--- src/rtl/netlist_bist_ctrl.sv ---
// BIST controller: drives LFSR stimulus into a netlist under test and compacts its
// single-bit response into a CRC-style signature compared against an expected value.
module netlist_bist_ctrl #(
    parameter int N_IN  = 11,
    parameter int LAT   = 1,
    parameter int SIG_W = 16
) (
    input  logic             clk,
    input  logic             rst_n,
    input  logic             start,
    input  logic             abort,
    input  logic [15:0]      pat_count,
    input  logic [N_IN-1:0]  seed,
    input  logic [SIG_W-1:0] exp_sig,
    output logic [N_IN-1:0]  dut_in,
    input  logic             dut_out,
    output logic             busy,
    output logic             done,
    output logic             pass,
    output logic [SIG_W-1:0] signature
);

    localparam logic [1:0] S_IDLE  = 2'd0;
    localparam logic [1:0] S_RUN   = 2'd1;
    localparam logic [1:0] S_DRAIN = 2'd2;
    localparam logic [1:0] S_DONE  = 2'd3;

    localparam logic [SIG_W-1:0] SIG_POLY = SIG_W'(16'h1021);
    localparam logic [LAT-1:0]   VLD_ONE  = LAT'(1'b1);

    // Fibonacci LFSR step; for N_IN=11 this is x^11 + x^9 + 1.
    function automatic logic [N_IN-1:0] lfsr_next(input logic [N_IN-1:0] cur);
        return {cur[N_IN-2:0], cur[N_IN-1] ^ cur[N_IN-3]};
    endfunction

    // Serial CRC-style compaction of one response bit.
    function automatic logic [SIG_W-1:0] sig_step(input logic [SIG_W-1:0] cur,
                                                  input logic              bit_in);
        logic fb;
        fb = cur[SIG_W-1] ^ bit_in;
        return {cur[SIG_W-2:0], 1'b0} ^ (fb ? SIG_POLY : {SIG_W{1'b0}});
    endfunction

    logic [1:0]       state_r;
    logic [15:0]      remain_r;
    logic [SIG_W-1:0] exp_r;
    logic [LAT-1:0]   vld_r;
    logic [N_IN-1:0]  dut_in_r;
    logic [SIG_W-1:0] sig_r;
    logic             busy_r;
    logic             done_r;
    logic             pass_r;

    logic             push_s;
    logic             sample_s;
    logic [LAT-1:0]   vld_next_s;
    logic [SIG_W-1:0] sig_next_s;

    // Response pipeline advance and signature update for the current cycle.
    always_comb begin
        push_s     = (state_r == S_RUN);
        sample_s   = vld_r[LAT-1];
        vld_next_s = (vld_r << 1) | LAT'(push_s);
        if (sample_s) begin
            sig_next_s = sig_step(sig_r, dut_out);
        end else begin
            sig_next_s = sig_r;
        end
    end

    // Main controller FSM with registered outputs.
    always_ff @(posedge clk or negedge rst_n) begin
        if (!rst_n) begin
            state_r  <= S_IDLE;
            remain_r <= 16'd0;
            exp_r    <= '0;
            vld_r    <= '0;
            dut_in_r <= '0;
            sig_r    <= '0;
            busy_r   <= 1'b0;
            done_r   <= 1'b0;
            pass_r   <= 1'b0;
        end else begin
            case (state_r)
                S_IDLE: begin
                    if (start && !abort) begin
                        dut_in_r <= (seed == '0) ? N_IN'(1'b1) : seed;
                        sig_r    <= '0;
                        exp_r    <= exp_sig;
                        remain_r <= pat_count - 16'd1;
                        if (pat_count == 16'd0) begin
                            // Nothing to apply: report immediately against a zero signature.
                            state_r <= S_DONE;
                            vld_r   <= '0;
                            busy_r  <= 1'b0;
                            done_r  <= 1'b1;
                            pass_r  <= (exp_sig == '0);
                        end else begin
                            state_r <= (pat_count == 16'd1) ? S_DRAIN : S_RUN;
                            vld_r   <= VLD_ONE;
                            busy_r  <= 1'b1;
                            done_r  <= 1'b0;
                            pass_r  <= 1'b0;
                        end
                    end else begin
                        done_r <= 1'b0;
                    end
                end
                S_RUN: begin
                    if (abort) begin
                        state_r <= S_IDLE;
                        vld_r   <= '0;
                        busy_r  <= 1'b0;
                        done_r  <= 1'b0;
                        pass_r  <= 1'b0;
                    end else begin
                        dut_in_r <= lfsr_next(dut_in_r);
                        vld_r    <= vld_next_s;
                        sig_r    <= sig_next_s;
                        remain_r <= remain_r - 16'd1;
                        if (remain_r == 16'd1) begin
                            state_r <= S_DRAIN;
                        end else begin
                            state_r <= S_RUN;
                        end
                    end
                end
                S_DRAIN: begin
                    if (abort) begin
                        state_r <= S_IDLE;
                        vld_r   <= '0;
                        busy_r  <= 1'b0;
                        done_r  <= 1'b0;
                        pass_r  <= 1'b0;
                    end else begin
                        vld_r <= vld_next_s;
                        sig_r <= sig_next_s;
                        if (vld_next_s == '0) begin
                            // Last response captured this edge; judge the final signature.
                            state_r <= S_DONE;
                            busy_r  <= 1'b0;
                            done_r  <= 1'b1;
                            pass_r  <= (sig_next_s == exp_r);
                        end else begin
                            state_r <= S_DRAIN;
                        end
                    end
                end
                S_DONE: begin
                    state_r <= S_IDLE;
                    done_r  <= 1'b0;
                    if (abort) begin
                        pass_r <= 1'b0;
                    end else begin
                        pass_r <= pass_r;
                    end
                end
                default: begin
                    state_r <= S_IDLE;
                    vld_r   <= '0;
                    busy_r  <= 1'b0;
                    done_r  <= 1'b0;
                    pass_r  <= 1'b0;
                end
            endcase
        end
    end

    assign dut_in    = dut_in_r;
    assign signature = sig_r;
    assign busy      = busy_r;
    assign done      = done_r;
    assign pass      = pass_r;

endmodule

--- config.mk ---
export PLATFORM = sky130hd
export DESIGN_NAME = netlist_bist_ctrl
export DESIGN_NICKNAME = d
export VERILOG_FILES = /design/src/rtl/netlist_bist_ctrl.sv
export SDC_FILE = /design/constraint.sdc
export NUM_CORES = 1
export LEC_CHECK = 0
export CAP_MARGIN = 20
export CORE_MARGIN = 3
export CORE_UTILIZATION = 30
export DETAILED_ROUTE_END_ITERATION = 6
export PLACE_DENSITY = 0.58
export SLEW_MARGIN = 20
export SYNTH_ARGS = -nofsm -noshare
export SYNTH_HDL_FRONTEND = slang
export SYNTH_SLANG_ARGS = --single-unit
--- constraint.sdc ---
create_clock -name clk -period 2.5 [get_ports clk]
set_input_delay 0.5 -clock clk [delete_from_list [all_inputs] [get_ports clk]]
set_output_delay 0.5 -clock clk [all_outputs]
set_load 0.02 [all_outputs]
==> summary.md <==
| Metric | Value |
|---|---|
| Cts bufs inserted | 9 |
| Via Count | 3664 |
| Clock Sink Count | 65 |
| Synth async-reset ratio | 100% |
| Die height | 124 um |
| Total Routed Length | between 10000 and 15000 um |
| Final hold slack | 0.200 ns |
| First-pass GRT wire length | 18000 um |
| FILL cells | about 1300 |
| Power per Cell Area | 1230 mW/mm^2 |
| Post-route DRC | 0 |
| Maximum clock insertion buffer count | 2 |
| Slew Viols, Final | 0 |
| H-tree Lvls | 3 |
| Critical path arrival | approximately 2.3 ns |
| Syn nets | slightly below 500 |
| I/O pins | 78 |
| Fin crit share | 85.1% |
| Die X | approximately 120 um |
| Net count, final | 582 |
| Drt pass-1 iters | 5 |
| Multi-input gate area | 0.00237 sq mm |
| Seq/Total Area, Yosys | 39.1% |
| Final-report hold violation count | 0 |
| Site row count | 42 |
| Ant. Diodes | 0 |
| Outcome | completed |
| GPL Wtd Cong | ~0.87 |
| Slew headroom | 55.0% |
| DRT iter0 DRCs | 310 |
| Post-synth EDFFs | 0 |
| Max cap viols | 0 |
| Leakage | between 2 and 2.5 nW |
| Core region area | between 0.01 and 0.015 sq mm |
| Vias per std cell | 5.20 |
| CTS tree | built |
| Number of register bits inferred by synthesis | 65 |
| Hold-fix buffers, CTS | 0 |
| Reg clk slew, reported paths | 0.05 ns |
| GRT Total Usage | 15.1% |
| Antenna viol nets, final | 0 |
| Total power | 6.81 mW |
| Post-Route Skew | roughly 0.0038 ns |
| Largest net degree at the start of global routing | 30 |
| Max frequency | 470 MHz |
| Grt ovf | 0 |
| Initial Util | between 30% and 40% |
| Slew @ Worst Pin | 0.674 ns |
| Initial antenna violation count | 0 |
| Yosys warns | 0 |
| Worst min path class | primary input to asynchronous set/reset pin |
| Storage cell area | 0.00163 sq mm |
| RSZ-0062 raised after global routing | no |
| Crit path required time | 2.71 ns |
| Synth unique cells | between 50 and 60 |
| Primary FF master, synth | dfrtp_1 |
| Setup_tns | 0 ns |
| Post-CTS Setup Repair Bufs | 0 |
| Share of cells above drive strength 1 | 12.3% |
| Per-cell routed wire length | 15.8 um |
| Mapped Cells | roughly 440 |
| Clock root buffer | clkbuf_16 |
| Die area | 0.0153 sq mm |
| Worst-Skew Late Latency | 0.33 ns |
| Maximum vdd drop | 0.000450 V |
| Cts repair resizes | 0 |
| Period minus WS final | 2.13 ns |
| Number of global-route vias before repair | 3500 |
| Worst setup SP type | primary input |
| Avg Cell Area, Syn | 9.54 sq um |
| Dpl hpwl | 8450 um |
| Final setup viols | 0 |
| # port buffers | between 70 and 80 |
| Post-synthesis cell area | 0.00416 sq mm |
| Area Overhead vs Synth | 33.5% |
| Crit Path Max Fanout | 7 |
| Kind of end point of the critical path | flip-flop |
| WS Path Type | primary input to flip-flop |
state kept, by name, summed over array words and instances (netlist names):
signal	count
exp_r	16
remain_r	16
signature	16
dut_in	11
state_r	2
busy	1
done	1
pass	1
sample_s	1
placed cells by master (no fill, tap or decap), types with 2 or more instances in the layout:
master           Yosys  final
nand2b_1             3      3
xnor2_1             20     20
ha_1                11     10
o31a_1               3      3
clkbuf_16            0      9
or4_1                2      2
o2bb2ai_1            6      6
o21ai_0             30     30
a22oi_1              2      2
nand4_1              7      7
a21oi_1             20     20
a221o_1              2      2
o31ai_1              4      4
nor3_1              11     11
o22a_1               2      2
mux2i_1             19     19
xor2_1              13     13
clkbuf_8             0      2
nor2b_1              3      3
buf_4                0     23
nand2_1             42     42
a22o_1              20     20
inv_1               17     17
xnor3_1              2      2
clkdlybuf4s50_1      0     76
dfrtp_1             65     65
a211oi_1             5      5
o22ai_1             10     10
nand3_1              7      7
mux2_2              17     17
a31oi_1              2      2
nor4_1              12     12
a21o_1               3      3
nor2_1              18     18
or3_1                6      6
a221oi_1             3      3
power breakdown:
group	switching [mW]	internal (mW)
registers	0.623	1.54
logic	1.74	1.64
clock network	0.445	0.825
critical path, cell delays in order:
cell and delay [ns]:
clkdlybuf4s50_1 0.46, nor4_4 0.46, nand2_1 0.12, or3_1 0.33, xnor2_1 0.13, a221o_1 0.34
per-layer routing:
layer	global-route usage [%]	wire, um	vias to the layer above
li1	-	-	1797
met4	5.67	197	0
met2	23.2	5090	88
met5	0	0	-
met3	2.91	498	12
met1	21.0	5330	1767
path summary, 6_finish.rpt:
check / start / endpoint / slack [ns] / cells past startpoint
max: pat_count[2] / remain_r[8] / 0.37 / 6
min: rst_n / remain_r[11] / 0.20 / 1
max reg2reg: remain_r[7] / remain_r[13] / 0.41 / 5
min reg2reg: remain_r[10] / remain_r[10] / 0.51 / 1
max in group asynchronous: rst_n / exp_r[12] / 1.58 / 2
min in group clk: remain_r[10] / remain_r[10] / 0.51 / 1
area by class of cell:
class | instances | area share [%]
Timing Repair Buffer | 101 | 17.3
Clock inverter | 4 | 0.924
Multi-Input combinational cell | 328 | 42.7
Tap cell | 176 | 3.97
Clock buffer | 12 | 4.62
Sequential cell | 65 | 29.3
Inverter | 18 | 1.22
cell families after synthesis:
group / count (synthesis) / share of synthesized area (%)
XOR/XNOR: 35 / 8.03
flip-flops: 65 / 39.1
AND/OR/NAND/NOR: 123 / 15.9
multiplexers: 36 / 9.18
buffers and inverters: 43 / 3.97
AO/OA/AOI/OAI: 123 / 20.5
adder cells (fa/ha/maj): 11 / 3.31
stage by stage:
stage	setup slack (ns)	instances	utilization (%)	cell area [sq um]
finish	0.372	704	41.4	5550
global route	0.260	704	41.4	5550
CTS	0.383	704	41.4	5550
detailed placement	0.0376	688	39.1	5240
global placement	0.0520	688	39.1	5240
floorplan	0.557	436	-	4160
Yosys cell counts, types with 4 or more instances:
library cell	number	area [sq um]
xor2_1	13	114
o22ai_1	10	62.6
nand3_1	7	35.0
nor2_1	18	67.6
clkbuf_1	19	71.3
mux2i_1	19	190
dfrtp_1	65	1630
inv_1	17	63.8
nand4_1	7	43.8
o2bb2ai_1	6	52.6
nor3_1	11	55.1
nand2_1	42	158
o31ai_1	4	30.0
nor4_1	12	75.1
mux2_2	17	191
or3_1	6	37.5
a211oi_1	5	37.5
xnor2_1	20	175
o21ai_0	30	150
ha_1	11	138
a21oi_1	20	100
a22o_1	20	175
Note: power is estimated with default switching activity, not from simulation.
